`src/rtl/pc_ctrl.sv`:
```
// Fetch-stage program-counter controller: prioritised redirects, stall,
// target alignment and a circular return-address stack.
module pc_ctrl #(
   parameter int                 XLEN      = 32,
   parameter logic [XLEN-1:0]    RESET_VEC = '0,
   parameter int                 PC_STEP   = 4,
   parameter int                 RAS_DEPTH = 4
) (
   input  logic            i_clk,
   input  logic            i_rst_n,
   input  logic            i_stall,
   input  logic            i_br_taken,
   input  logic [XLEN-1:0] i_br_target,
   input  logic            i_trap,
   input  logic [XLEN-1:0] i_trap_vec,
   input  logic            i_mret,
   input  logic [XLEN-1:0] i_mepc,
   input  logic            i_call,
   input  logic            i_ret,
   output logic [XLEN-1:0] o_pc,
   output logic [XLEN-1:0] o_pc_next,
   output logic            o_misalign,
   output logic            o_ras_empty,
   output logic            o_ras_full
);

   localparam int PW = $clog2(RAS_DEPTH);
   localparam int CW = PW + 1;
   localparam logic [XLEN-1:0] STEP = XLEN'(PC_STEP);
   localparam logic [XLEN-1:0] LOWM = (PC_STEP == 2) ? XLEN'(1) : XLEN'(3);

   logic [XLEN-1:0] pc_q, pc_d;
   logic            mis_q, mis_d;
   logic [PW-1:0]   tp_q, tp_d;
   logic [CW-1:0]   cnt_q, cnt_d;
   logic [XLEN-1:0] ras_q [RAS_DEPTH];

   logic [XLEN-1:0] seq_pc;
   logic            has, full, adv;
   logic            do_pop, do_push;
   logic            wr_en;
   logic [PW-1:0]   wr_idx;

   assign seq_pc  = pc_q + STEP;
   assign has     = (cnt_q != '0);
   assign full    = (cnt_q == CW'(RAS_DEPTH));
   assign adv     = !i_trap && !i_mret && !i_stall;
   assign do_pop  = adv && i_ret && has;
   assign do_push = adv && i_call;

   // One-hot source select; anything unselected falls through to sequential
   always_comb begin
      pc_d  = seq_pc;
      mis_d = 1'b0;
      unique case (1'b1)
         i_trap: begin
            pc_d  = i_trap_vec & ~LOWM;
            mis_d = |(i_trap_vec & LOWM);
         end
         (!i_trap && i_mret): begin
            pc_d  = i_mepc & ~LOWM;
            mis_d = |(i_mepc & LOWM);
         end
         (!i_trap && !i_mret && i_stall): begin
            pc_d = pc_q;
         end
         (adv && i_br_taken): begin
            pc_d  = i_br_target & ~LOWM;
            mis_d = |(i_br_target & LOWM);
         end
         (adv && !i_br_taken && do_pop): begin
            pc_d = ras_q[tp_q];
         end
         default: pc_d = seq_pc;
      endcase
   end

   always_comb begin
      tp_d   = tp_q;
      cnt_d  = cnt_q;
      wr_en  = 1'b0;
      wr_idx = tp_q;
      if (i_trap) begin
         cnt_d = '0;
      end else if (do_push && do_pop) begin
         wr_en = 1'b1;
      end else if (do_push) begin
         tp_d   = tp_q + 1'b1;
         wr_idx = tp_q + 1'b1;
         wr_en  = 1'b1;
         cnt_d  = full ? cnt_q : cnt_q + 1'b1;
      end else if (do_pop) begin
         tp_d  = tp_q - 1'b1;
         cnt_d = cnt_q - 1'b1;
      end
   end

   always_ff @(posedge i_clk) begin
      if (!i_rst_n) begin
         pc_q  <= RESET_VEC;
         mis_q <= 1'b0;
         tp_q  <= '0;
         cnt_q <= '0;
      end else begin
         pc_q  <= pc_d;
         mis_q <= mis_d;
         tp_q  <= tp_d;
         cnt_q <= cnt_d;
      end
   end

   always_ff @(posedge i_clk) begin
      if (i_rst_n && wr_en) begin
         ras_q[wr_idx] <= seq_pc;
      end
   end

   assign o_pc        = pc_q;
   assign o_pc_next   = pc_d;
   assign o_misalign  = mis_q;
   assign o_ras_empty = !has;
   assign o_ras_full  = full;

endmodule

```
`config.mk`:
```
export PLATFORM = sky130hd
export DESIGN_NAME = pc_ctrl
export DESIGN_NICKNAME = d
export VERILOG_FILES = /design/src/rtl/pc_ctrl.sv
export SDC_FILE = /design/constraint.sdc
export NUM_CORES = 1
export LEC_CHECK = 0
export BUFFER_PORTS_ARGS = -buffer_cell sky130_fd_sc_hd__buf_2
export CORE_MARGIN = 1.5
export CORE_UTILIZATION = 59
export CTS_BUF_LIST = sky130_fd_sc_hd__clkbuf_16
export DETAILED_ROUTE_END_ITERATION = 10
export HOLD_SLACK_MARGIN = 0.06
export PLACE_DENSITY = 0.95
export SLEW_MARGIN = 30
export SYNTH_ARGS = -nofsm -noshare
export SYNTH_HDL_FRONTEND = slang
export SYNTH_SLANG_ARGS = --single-unit
```
`constraint.sdc`:
```
create_clock -name i_clk -period 14.92 [get_ports i_clk]
set_input_delay 2.984 -clock i_clk [delete_from_list [all_inputs] [get_ports i_clk]]
set_output_delay 2.984 -clock i_clk [all_outputs]
set_load 0.03 [all_outputs]
```
==> flow_summary.yaml <==
outcome:
  status: "finished, final reports clean"
worst_setup_path:
  worstSetupPathDepth: 8
  crit_slowest_cell: "nand2_1"
  startpoint: "i_trap"
  crit_end: "o_pc_next[31]"
  path_cells: "buf_2 > buf_4 > nor4_2 > buf_4 > nand2_1 > a311o_1 > and3_1 > buf_2"
  r2r.worst_path.cells: 6
  cp.required_ns: 11.94
  r2r-start: "cnt_q[0]"
  worstPathArrival_ns: 5.73
  rrSetupSlack_ns: 11.88
  cp-end-kind: "output port"
  worst-path-max-fanout: 68
  path_class: "in2out"
  path_buf_inv: 4
  cp-start-kind: "input port"
  critPathTopFamily: "simple AND/OR/NAND/NOR gates"
  max_stage_delay_ns: 0.67
  reg2reg_to: "ras_q[1][9]"
clock_tree:
  postCtsHoldBufs: 0
  htree_levels: 4
  numCtsBuffers: 17
  clk_pin_slew_ns: 0.06
  clk_path_buf_depth: 2
  clockRootBuffer: "clkbuf_16"
  cts_sinks: 168
  cts_tree: "done"
  clkLatencyLatePin_ns: 0.43
  cts_resized: 0
  cts_setup_buffers: 0
yosys:
  ys.flop_type: "edfxtp_1"
  synth-seq-area-share_pct: 56.9
  synth_edf_count: 128
  synth_cell_type_count: 60
  ys_seq_elements: 168
  synth_nets: 762
  syn-instance-count: 654
  synth_area_per_cell_um2: 12.5
  yosys_warnings: 0
  ys_async_sr_fraction_pct: 0
  synthesis.area_um2: 8160
global_route:
  grt_usage_pct: 33.4
  grt_pass1_wl_um: 36300
  antenna_found_initial: 0
  grt_pass1_vias: 6680
  gr-total-overflow: 0
  grt_start_max_net_pins: 69
final_layout:
  final_cell_count_no_fill: 989
  n_antenna_cell: 0
  drive_gt1_share_pct: 32.0
  nFillCells: 831
  nets: 908
  syn_to_final_growth_pct: 18.8
power_and_ir_drop:
  power.leakage_nw: 3.58
  p_seq_share_pct: 49.1
  combinationalPowerShare_pct: 12.8
  switching_share_pct: 25.4
  p_clk_share_pct: 38.1
  power_per_cell_area_nw_per_um2: 111
  power.switching_uw: 274
  finalPower_mw: 1.08
  peakVddDrop_mv: 0.0774
  internal-power_uw: 804
route:
  post_drt_wl_per_cell_um: 23.5
  drcViolationCount: 0
  postRouteAntennaNets: 0
  viasPerCell: 6.86
  dr_total_vias: 6781
  drtIter0Drc: 833
  drtPass1Iterations: 6
  finalWirelength_um: 23200
die:
  die_x_um: 121
  die_h_um: 121
  io_pins: 171
  rows: 42
  die_area_um2: 14500
  core_um2: 13300
  start_util_pct: 61.1
placed_design:
  dp_hpwl_um: 14900
  numPortBuffers: 170
  dp.cells: 957
  gp_congestion: 0.852
timing:
  worst_pin_slew_ns: 1.02
  fin_tns_setup_ns: 0
  fin_worst_skew_ns: 0.00911
  hold_violations: 0
  slew_headroom_pct: 32.0
  fin_crit_sh_pct: 58.4
  fin_crit_ns: 8.72
  maxSlewViolCount: 0
  rsz0062_at_grt: "no"
  setup_violations: 0
  timing.fmax_mhz: 115
worst_hold_path:
  hold_path_class: "reg2reg"
flow_run:
  maxCapViolCount: 0
[per-stage QoR]
| stage | cell area, um2 | hold slack [ns] | utilization (%) | worst slack [ns] |
|---|---|---|---|---|
| after floorplan | 8160 | 0.506 | - | 7.00 |
| after global placement | 9140 | 0.544 | 68.5 | 6.43 |
| after detailed placement | 9150 | 0.564 | 68.5 | 6.34 |
| after CTS | 9690 | 0.568 | 72.6 | 6.33 |
| after global routing | 9690 | 0.579 | 72.6 | 6.15 |
| final | 9690 | 0.566 | 72.6 | 6.20 |
[layer usage]
| layer | up-vias | share of wire [%] | GRT usage [%] |
|---|---|---|---|
| met2 | 642 | 48 | 54.2 |
| li1 | 2845 | - | - |
| met1 | 3184 | 35 | 42.1 |
| met4 | 0 | 4.2 | 14.9 |
| met5 | - | 0 | 0 |
| met3 | 110 | 12 | 9.29 |
[flip-flops by register name (all words and copies together) (netlist names), named ones only]
| signal | cells |
|---|---|
| ras_q | 128 |
| o_pc | 32 |
| cnt_q | 3 |
| tp_q | 2 |
| o_misalign | 1 |
[worst min path at each step]
| stage | startpoint | to | slack (ns) | cells after the start |
|---|---|---|---|---|
| 2_1_floorplan | o_pc[1] | ras_q[0][1] | 0.51 | 0 |
| 3_3_place_gp | o_pc[1] | ras_q[0][1] | 0.54 | 0 |
| 3_5_place_dp | o_pc[0] | ras_q[1][0] | 0.56 | 0 |
| 4_1_cts | o_pc[0] | ras_q[2][0] | 0.57 | 0 |
| 5_1_grt | o_pc[0] | ras_q[3][0] | 0.58 | 0 |
| 6_report | o_pc[0] | ras_q[2][0] | 0.57 | 0 |
[cell type report]
type	count	area, um2	share of cell area (%)
flip-flops and latches	168	4650	47.9
multi-input cells	417	3280	33.9
repair buffers	183	948	9.78
clock buffers	17	425	4.39
well taps	176	220	2.27
clock inverters	15	123	1.26
inverters	13	48.8	0.503
[power by group through the flow]
stage	combinational (mW)	sequential, mW	clock [mW]
CTS	0.136	0.529	0.413
floorplan	0.0785	0.545	0
global placement	0.131	0.538	0
global route	0.147	0.531	0.432
finish	0.138	0.530	0.411
detailed placement	0.134	0.539	0
[worst reg2reg max path, cell delays in order (launching register included)]
cell	delay [ns]
dfxtp_1	0.39
o31ai_4	0.26
buf_4	0.40
nand3_1	0.25
xnor2_1	0.22
nor3_2	0.70
buf_4	0.48
[kinds of logic after synthesis]
| kind of cell | Yosys count | synth area share [%] |
|---|---|---|
| and+or+nand+nor | 202 | 13.3 |
| DFF | 168 | 56.9 |
| AOI/OAI and AO/OA | 151 | 13.7 |
| buffers and inverters | 69 | 3.43 |
| muxes | 33 | 8.96 |
| xor gates and xnor gates | 27 | 2.90 |
| adders and majority gates | 4 | 0.705 |
[cell usage after synthesis, types with 3 or more instances]
cell type    n  area, um2
a211o_1      5       43.8
a211oi_1     5       37.5
a21oi_1     12       60.1
a221o_1      3       30.0
a221oi_1    26        228
a22oi_1      3       22.5
a311o_1      3       30.0
a31oi_1     11       68.8
and2_1      28        175
and3_1      10       62.6
buf_2        9       45.0
clkbuf_1    42        158
dfxtp_1     40        801
edfxtp_1   128       3840
ha_1         3       37.5
inv_1       13       48.8
mux4_2      32        721
nand2_1     54        203
nand2b_1     5       31.3
nand3_1      9       45.0
nand3b_1     4       30.0
nand4_1     13       81.3
nor2_1      18       67.6
nor2b_1     25        156
nor3_1      13       65.1
nor4_1       6       37.5
o21a_1      10       75.1
o21ai_0     33        165
o311a_1      9       90.1
o311ai_0    13        114
o31ai_1      3       22.5
or2_2        4       25.0
or3_1        3       18.8
xnor2_1     15        131
xor2_1      12        105
[cell usage in the layout (no fill, tap or decap), types with 13 or more instances in the layout]
cell / n
a221oi_1: 26
and2_1: 28
buf_2: 170
buf_4: 13
clkbuf_16: 17
dfxtp_1: 39
edfxtp_1: 128
inv_1: 17
mux4_2: 32
nand2_1: 54
nand4_1: 13
nor2_1: 18
nor2b_1: 24
o21ai_0: 33
o311ai_0: 13
xnor2_1: 15
No activity file was read; power rests on OpenSTA's default activity.
